### src/rtl/ieeedrv_trkload.sv
// ieeedrv_trkload: moves one track between the SD card and the shared track
// buffer, one 512-byte block at a time.
// A new track is loaded when the selected sub-drive or the requested track
// differs from the buffered one. Optional write-back of a modified buffer is
// compiled in with the macro IEEEDRV_TRKLOAD_WRITEBACK_EN. Without it the
// buffer is read-only and sd_wr is tied low.
// sd_rd/sd_wr are level requests. A request is held with a stable sd_lba and
// buf_page until sd_ack rises. A block counts as complete when sd_ack falls.
module ieeedrv_trkload #(
    parameter  int SUBDRV = 2,
    localparam int DRV_W  = (SUBDRV > 1) ? $clog2(SUBDRV) : 1
) (
    input  logic              clk_sys,
    input  logic              reset,
    input  logic              loaded,
    input  logic [DRV_W-1:0]  drv_act,
    input  logic [7:0]        track,
    input  logic [31:0]       trk_lba,
    input  logic [4:0]        trk_sectors,
    input  logic              we,
    output logic              busy,
    output logic [31:0]       sd_lba,
    output logic              sd_rd,
    output logic              sd_wr,
    input  logic              sd_ack,
    output logic [3:0]        buf_page,
    output logic [2:0]        dbg_state_o
);

    typedef enum logic [2:0] {
        ST_IDLE    = 3'd0,
`ifdef IEEEDRV_TRKLOAD_WRITEBACK_EN
        ST_WB_REQ  = 3'd1,
        ST_WB_WAIT = 3'd2,
`endif
        ST_RD_REQ  = 3'd3,
        ST_RD_WAIT = 3'd4
    } state_t;

    state_t             state_q, state_d;
    logic [3:0]         blk_q, blk_d;
    logic               valid_q, valid_d;
    logic [7:0]         cur_track_q, cur_track_d;
    logic [DRV_W-1:0]   cur_drv_q, cur_drv_d;
    logic [31:0]        cur_lba_q, cur_lba_d;
    logic [3:0]         cur_blocks_q, cur_blocks_d;
`ifdef IEEEDRV_TRKLOAD_WRITEBACK_EN
    logic               dirty_q, dirty_d;
`endif

    logic start_c;      // buffer does not hold the requested track
    logic wb_needed;    // buffer content must go back to the card first
    logic load_new;     // latch requested track and begin the read phase
    logic abort;        // disk unmounted: drop everything, no write-back
    logic unused_ok;

    // Sector 0 only matters for rounding up, which trk_sectors[4:1] already does.
`ifdef IEEEDRV_TRKLOAD_WRITEBACK_EN
    assign unused_ok = trk_sectors[0];
`else
    assign unused_ok = trk_sectors[0] ^ we;
`endif

    assign start_c = (track != 8'hFF) &&
                     ((track != cur_track_q) || (drv_act != cur_drv_q) || !valid_q);

    // A write in the same cycle as the start still counts as a modification.
`ifdef IEEEDRV_TRKLOAD_WRITEBACK_EN
    assign wb_needed = dirty_q | (we & valid_q);
`else
    assign wb_needed = 1'b0;
`endif

    // State and datapath registers; reset withdraws any request at once.
    always_ff @(posedge clk_sys) begin
        if (reset) begin
            state_q      <= ST_IDLE;
            blk_q        <= 4'd0;
            valid_q      <= 1'b0;
            cur_track_q  <= 8'hFF;
            cur_drv_q    <= '0;
            cur_lba_q    <= 32'd0;
            cur_blocks_q <= 4'd0;
`ifdef IEEEDRV_TRKLOAD_WRITEBACK_EN
            dirty_q      <= 1'b0;
`endif
        end else begin
            state_q      <= state_d;
            blk_q        <= blk_d;
            valid_q      <= valid_d;
            cur_track_q  <= cur_track_d;
            cur_drv_q    <= cur_drv_d;
            cur_lba_q    <= cur_lba_d;
            cur_blocks_q <= cur_blocks_d;
`ifdef IEEEDRV_TRKLOAD_WRITEBACK_EN
            dirty_q      <= dirty_d;
`endif
        end
    end

    // Next-state and datapath update: sequence the blocks of each phase.
    always_comb begin
        state_d      = state_q;
        blk_d        = blk_q;
        valid_d      = valid_q;
        cur_track_d  = cur_track_q;
        cur_drv_d    = cur_drv_q;
        cur_lba_d    = cur_lba_q;
        cur_blocks_d = cur_blocks_q;
`ifdef IEEEDRV_TRKLOAD_WRITEBACK_EN
        dirty_d      = dirty_q;
`endif
        load_new     = 1'b0;
        abort        = 1'b0;

        case (state_q)
            ST_IDLE: begin
                if (!loaded) begin
                    abort = 1'b1;
                end else begin
`ifdef IEEEDRV_TRKLOAD_WRITEBACK_EN
                    dirty_d = wb_needed;
`endif
                    if (start_c) begin
`ifdef IEEEDRV_TRKLOAD_WRITEBACK_EN
                        if (wb_needed) begin
                            blk_d   = 4'd0;
                            state_d = ST_WB_REQ;
                        end else
`endif
                        begin
                            load_new = 1'b1;
                            state_d  = ST_RD_REQ;
                        end
                    end
                end
            end
`ifdef IEEEDRV_TRKLOAD_WRITEBACK_EN
            ST_WB_REQ: begin
                if (sd_ack)       state_d = ST_WB_WAIT;
                else if (!loaded) abort   = 1'b1;
            end
            ST_WB_WAIT: begin
                if (!sd_ack) begin
                    if (!loaded) begin
                        abort = 1'b1;
                    end else if (blk_q == cur_blocks_q) begin
                        dirty_d = 1'b0;
                        if (track != 8'hFF) begin
                            load_new = 1'b1;
                            state_d  = ST_RD_REQ;
                        end else begin
                            blk_d   = 4'd0;
                            state_d = ST_IDLE;
                        end
                    end else begin
                        blk_d   = blk_q + 4'd1;
                        state_d = ST_WB_REQ;
                    end
                end
            end
`endif
            ST_RD_REQ: begin
                if (sd_ack)       state_d = ST_RD_WAIT;
                else if (!loaded) abort   = 1'b1;
            end
            ST_RD_WAIT: begin
                if (!sd_ack) begin
                    if (!loaded) begin
                        abort = 1'b1;
                    end else if (blk_q == cur_blocks_q) begin
                        valid_d = 1'b1;
                        blk_d   = 4'd0;
                        state_d = ST_IDLE;
                    end else begin
                        blk_d   = blk_q + 4'd1;
                        state_d = ST_RD_REQ;
                    end
                end
            end
            default: begin
                state_d = ST_IDLE;
                blk_d   = 4'd0;
            end
        endcase

        // The buffer is invalid from the first overwritten byte until the last block lands.
        if (load_new) begin
            cur_track_d  = track;
            cur_drv_d    = drv_act;
            cur_lba_d    = trk_lba;
            cur_blocks_d = trk_sectors[4:1];
            valid_d      = 1'b0;
            blk_d        = 4'd0;
        end

        if (abort) begin
            state_d = ST_IDLE;
            valid_d = 1'b0;
            blk_d   = 4'd0;
`ifdef IEEEDRV_TRKLOAD_WRITEBACK_EN
            dirty_d = 1'b0;
`endif
        end
    end

    // Outputs decoded from the registered state, so they drop on the same edge as reset.
    always_comb begin
        busy        = (state_q != ST_IDLE);
        sd_rd       = (state_q == ST_RD_REQ);
`ifdef IEEEDRV_TRKLOAD_WRITEBACK_EN
        sd_wr       = (state_q == ST_WB_REQ);
`else
        sd_wr       = 1'b0;
`endif
        sd_lba      = busy ? (cur_lba_q + {28'd0, blk_q}) : 32'd0;
        buf_page    = blk_q;
        dbg_state_o = state_q;
    end

endmodule

### config.mk
export PLATFORM = sky130hd
export DESIGN_NAME = ieeedrv_trkload
export DESIGN_NICKNAME = d
export VERILOG_FILES = /design/src/rtl/ieeedrv_trkload.sv
export SDC_FILE = /design/constraint.sdc
export NUM_CORES = 1
export LEC_CHECK = 0
export CORE_ASPECT_RATIO = 1.5
export CORE_MARGIN = 2
export CORE_UTILIZATION = 47
export DETAILED_ROUTE_END_ITERATION = 7
export GPL_ROUTABILITY_DRIVEN = 0
export PLACE_DENSITY = 0.8
export SLEW_MARGIN = 5
export SYNTH_ARGS = -nofsm -noshare
export SYNTH_HDL_FRONTEND = slang
export SYNTH_SLANG_ARGS = --single-unit
### constraint.sdc
create_clock -name clk_sys -period 3.3 [get_ports clk_sys]
set_input_delay 0.495 -clock clk_sys [delete_from_list [all_inputs] [get_ports clk_sys]]
set_output_delay 0.495 -clock clk_sys [all_outputs]
set_load 0.03 [all_outputs]
## Word level (Yosys, flattened, before mapping)

Cells that the tools add are included.

| word-level totals | value |
|---|---|
| word-level logic and storage cells | 53 |
| register bits after elaboration | 53 |
| input port bits | 51 |

| operators by class | value |
|---|---|
| add/subtract/negate cells | 2 |
| eq/ne operators | 11 |
| reduce and logical (&&, ||, !) cells | 13 |
| multiplexer cells | 18 |
| bitwise logic cells | 2 |

Operators by type and width:

| cell | number |
|---|---|
| adder 32 x 4 -> 32 bit | 1 |
| 2-to-1 mux 32 bit | 1 |
| 2-to-1 mux 3 bit | 5 |
| 2-to-1 mux 4 bit | 3 |
| one-hot mux 3 bit (3 select lines) | 1 |
| inequality test 2 bit (second input constant) | 4 |
| inequality test 8 bit | 1 |
| inequality test 8 bit (second input constant) | 1 |
| one-hot mux 4 bit (2 select lines) | 1 |
| OR reduction 2 bit | 3 |
| 2-to-1 mux 1 bit | 5 |
| AND reduction 5 bit | 1 |
| adder 4 x 1 -> 4 bit (second input constant) | 1 |
| equality test 4 bit | 1 |
| AND reduction 4 bit | 1 |
| equality test 3 x 2 -> 1 bit (second input constant) | 1 |
| equality test 3 bit (second input constant) | 1 |
| logical NOT 3 bit | 1 |
| AND reduction 3 bit | 1 |
| nonzero test 3 bit | 1 |
| OR reduction 3 bit | 1 |
| logical OR 1 bit | 2 |
| 2-to-1 mux 2 bit | 1 |
| inequality test 2 x 1 -> 1 bit (second input constant) | 1 |
| other kinds (5) | 6 |

## Logic depth before layout (Yosys ltp)

| logic depth | value |
|---|---|
| depth after elaboration | 8 |
| depth in mapped cells | 8 |
| mapped depth without buffers | 7 |

## Least setup slack after synthesis

Ideal clock, no wire load.

| timing | value |
|---|---|
| path type | register -> output |
| start | register blk_q[0], in the netlist buf_page[0] |
| end | output port sd_lba[31] |
| arrival | 2.552 ns |
| path slack | 0.253 ns |
| stages on the path, launching flop included | 8 |
| cells stage by stage | dfxtp_1 ha_1 a211o_1 a21oi_1 or4_1 buf_2 or3_1 a21oi_1 |

| between the ends | value |
|---|---|
| longest elaborated chain between the ends | 2 |

RTL lines:

| item | RTL line | text |
|---|---|---|
| start: declaration | 41 | `logic [3:0] blk_q, blk_d;` |
| start signal: assignment | 89 | `blk_q <= blk_d;` |
| adder 32 x 4 -> 32 bit | 216 | `sd_lba = busy ? (cur_lba_q + {28'd0, blk_q}) : 32'd0;` |
| 2-to-1 mux 32 bit | 216 |  |
| end: declaration | 22 | `output logic [31:0] sd_lba,` |

Every way passes these cells.

## Worst setup path in the final report

| timing | value |
|---|---|
| start | register blk_q[2], in the netlist buf_page[2] |
| end | output port sd_lba[31] |

Same word-level chain as after synthesis.

==> impl_results.md <==
- Status: finished, final reports clean
- Number of iterations in the first detailed-routing pass: 4
- Via Count: 2939
- Die Y: ~100 um
- Clock Tree Root: clkbuf_8
- Number of flops mapped to enable cells by yosys: 0
- Core area: ~6400 sq um
- H-tree depth: 2
- CTS Hold Buffers Added: 0
- Initial core utilization: 47.8%
- ANT cells: 0
- Post-synthesis mux area share: between 10% and 20%
- First-pass GRT wire length: roughly 12000 um
- Gr usage total: 21.3%
- Crit Path Class: register to primary output
- DRT iter0 DRCs: just over 80
- Clk_lat worst skew: roughly 0.3 ns
- Setup Skew: ~0.0057 ns
- Main combinational cell family by area after synthesis: simple AND/OR/NAND/NOR gates
- Hold Path Class: register to register
- Netlist Area Pre-Place: between 3000 and 4000 sq um
- Most common cell in the netlist: nor2_1
- TritonCTS Sinks: 52
- XOR/XNOR Fraction of Synth Area: between 9 and 10%
- Synth Area in Simple Gates: between 20% and 30%
- Top_reg_cell synth: dfxtp_1
- Relative slew slack: 34.7%
- Chip width: 69.9 um
- Synth Area per Inst: just over 8 sq um
- Fin util: between 60% and 70%
- Syn Inst Count: 374
- FMAX: 313 MHz
- Layout overhead on the synthesized area: 34.9%
- Power Density: around 370 nW/um^2
- Vias in the first global route: ~2800
- Final net count: 522
- Leak: between 1.5 and 2 nW
- Setup Fix Bufs, Post-CTS: 0
- Worst vdd ir: 0.000217 V
- Top cells by area, synth: dfxtp_1 (34%), mux2i_1 (12%), nor2_1 (8.8%)
- Post-DP HPWL: around 5700 um
- Post-Syn Nets: 435
- YS warnings: 0
- Worst EP required: approximately 2.8 ns
- Commonest cells post-synth: nor2_1 (72), dfxtp_1 (52), mux2i_1 (37), a21oi_1 (26)
- Clock tree buffer depth: 2
- Clock transition at path regs: around 0.10 ns
- Initial antenna violation count: 0
- CP Data Arrival Time: roughly 2.7 ns
- DR vias/cell: 5.46
- Synth area leader: dfxtp_1
- Worst-path fanout max: 8
- Cell Rows: 36
- Boundary pin count: 93
- Residual DRC: 0
- Slew Viols, Final: 0
- Cts bufs inserted: 5
- Final TNS setup: 0 ns
- Fin crit share: a little over nine tenths
- Share of layout cells above drive strength 1: 9.52%
- Synth Area in Adders: between 4 and 5%
- Startpoint Class: register
- Share of the synthesized area in the top cell type: roughly 34%
- Remaining Overflow, GRT: 0
- Final hold vios: 0
- Largest net degree at the start of global routing: 40
- Post-synthesis compound-gate area fraction: between 10% and 20%
- Count of input and output buffers: about 90
- Final min period: ~3.2 ns
- FF-to-FF setup slack: just under 0.7 ns
- Crit end category: primary output
- Routed length per placed instance: roughly 14 um
- Max Cap Viol: 0
- Register area share after synthesis: 34.0%
- RSZ-0062 raised after global routing: no
- Yosys cell types: 46
- Worst-Margin Slew: 0.967 ns
- Final setup vio count: 0
- Die area: just over 7000 sq um
- CTS tree: done
- DRT antenna net count: 0
- Flops & latches, synth: 52
- Fraction of registers with async set/reset: 0%
- Final WL: about 7800 um
==> metal layers <==
metal	GRT usage [%]	wire, um	up-vias
met4	8.73	179	0
met3	2.44	317	12
li1	-	-	1478
met1	25.2	3230	1365
met5	0	0	-
met2	39.2	4020	84
==> cell type report <==
class,count,area [sq um]
inverters,11,41.3
repair buffers,100,923
clock inverters,3,42.5
multi-input cells,291,1910
clock buffers,5,68.8
flip-flops and latches,52,1040
fillers,581,2270
well taps,76,95.1
==> logic make-up after synthesis <==
kind of cell / Yosys count
AOI/OAI and AO/OA: 58
xor gates and xnor gates: 32
adders and majority gates: 10
buffers and inverters: 31
DFF: 52
muxes: 37
other: 1
and+or+nand+nor: 153
==> metrics by stage <==
step	setup WS (ns)	power [mW]	cell area [sq um]	instances	hold slack (ns)
floorplan	0.253	0.952	3060	374	0.428
finish	0.109	1.52	4130	538	0.483
detailed placement	0.227	1.10	4000	530	0.474
global placement	0.236	1.08	4000	530	0.455
global route	0.0105	1.60	4130	538	0.521
CTS	0.106	1.53	4120	538	0.495
==> power breakdown <==
group	total (mW)	switching, mW	internal (mW)
Sequential	0.717	0.0451	0.672
Combinational	0.364	0.189	0.175
Clock	0.441	0.216	0.225
==> registers in the layout, indices dropped and copies added (netlist names) <==
signal        count
cur_lba_q        32
cur_track_q       8
buf_page          4
cur_blocks_q      4
dbg_state_o       2
cur_drv_q         1
valid_q           1
==> critical path: stages (launching register included) <==
cell and delay, ns:
dfxtp_1 0.37, ha_1 0.37, o21a_1 0.22, a21oi_4 0.12, or4_1 0.53, or3_1 0.38, a21oi_1 0.21, buf_4 0.20
==> cells in the final DEF (no fill, tap or decap), types with 13 or more instances in the layout <==
cell type	netlist	final
xor2_1	17	17
nor2_1	72	72
o21ai_0	13	13
buf_4	2	29
clkdlybuf4s50_1	0	70
mux2i_1	37	37
nor3_1	17	17
xnor2_1	15	15
a21oi_1	26	25
dfxtp_1	52	52
==> repair_timing <==
action / CTS / global route
resized for setup: 1 / 1
gates cloned: 0 / 0
endpoints found under the setup margin: 6 / 7
==> worst paths after layout <==
kind / from / endpoint / cells after the start
worst min-delay path: valid_q / valid_q / 2
worst max register to register: dbg_state_o[1] / cur_lba_q[25] / 7
worst max-delay path: buf_page[2] / sd_lba[31] / 7
worst min register to register: valid_q / valid_q / 2
Power figures use the tool's default switching activity.
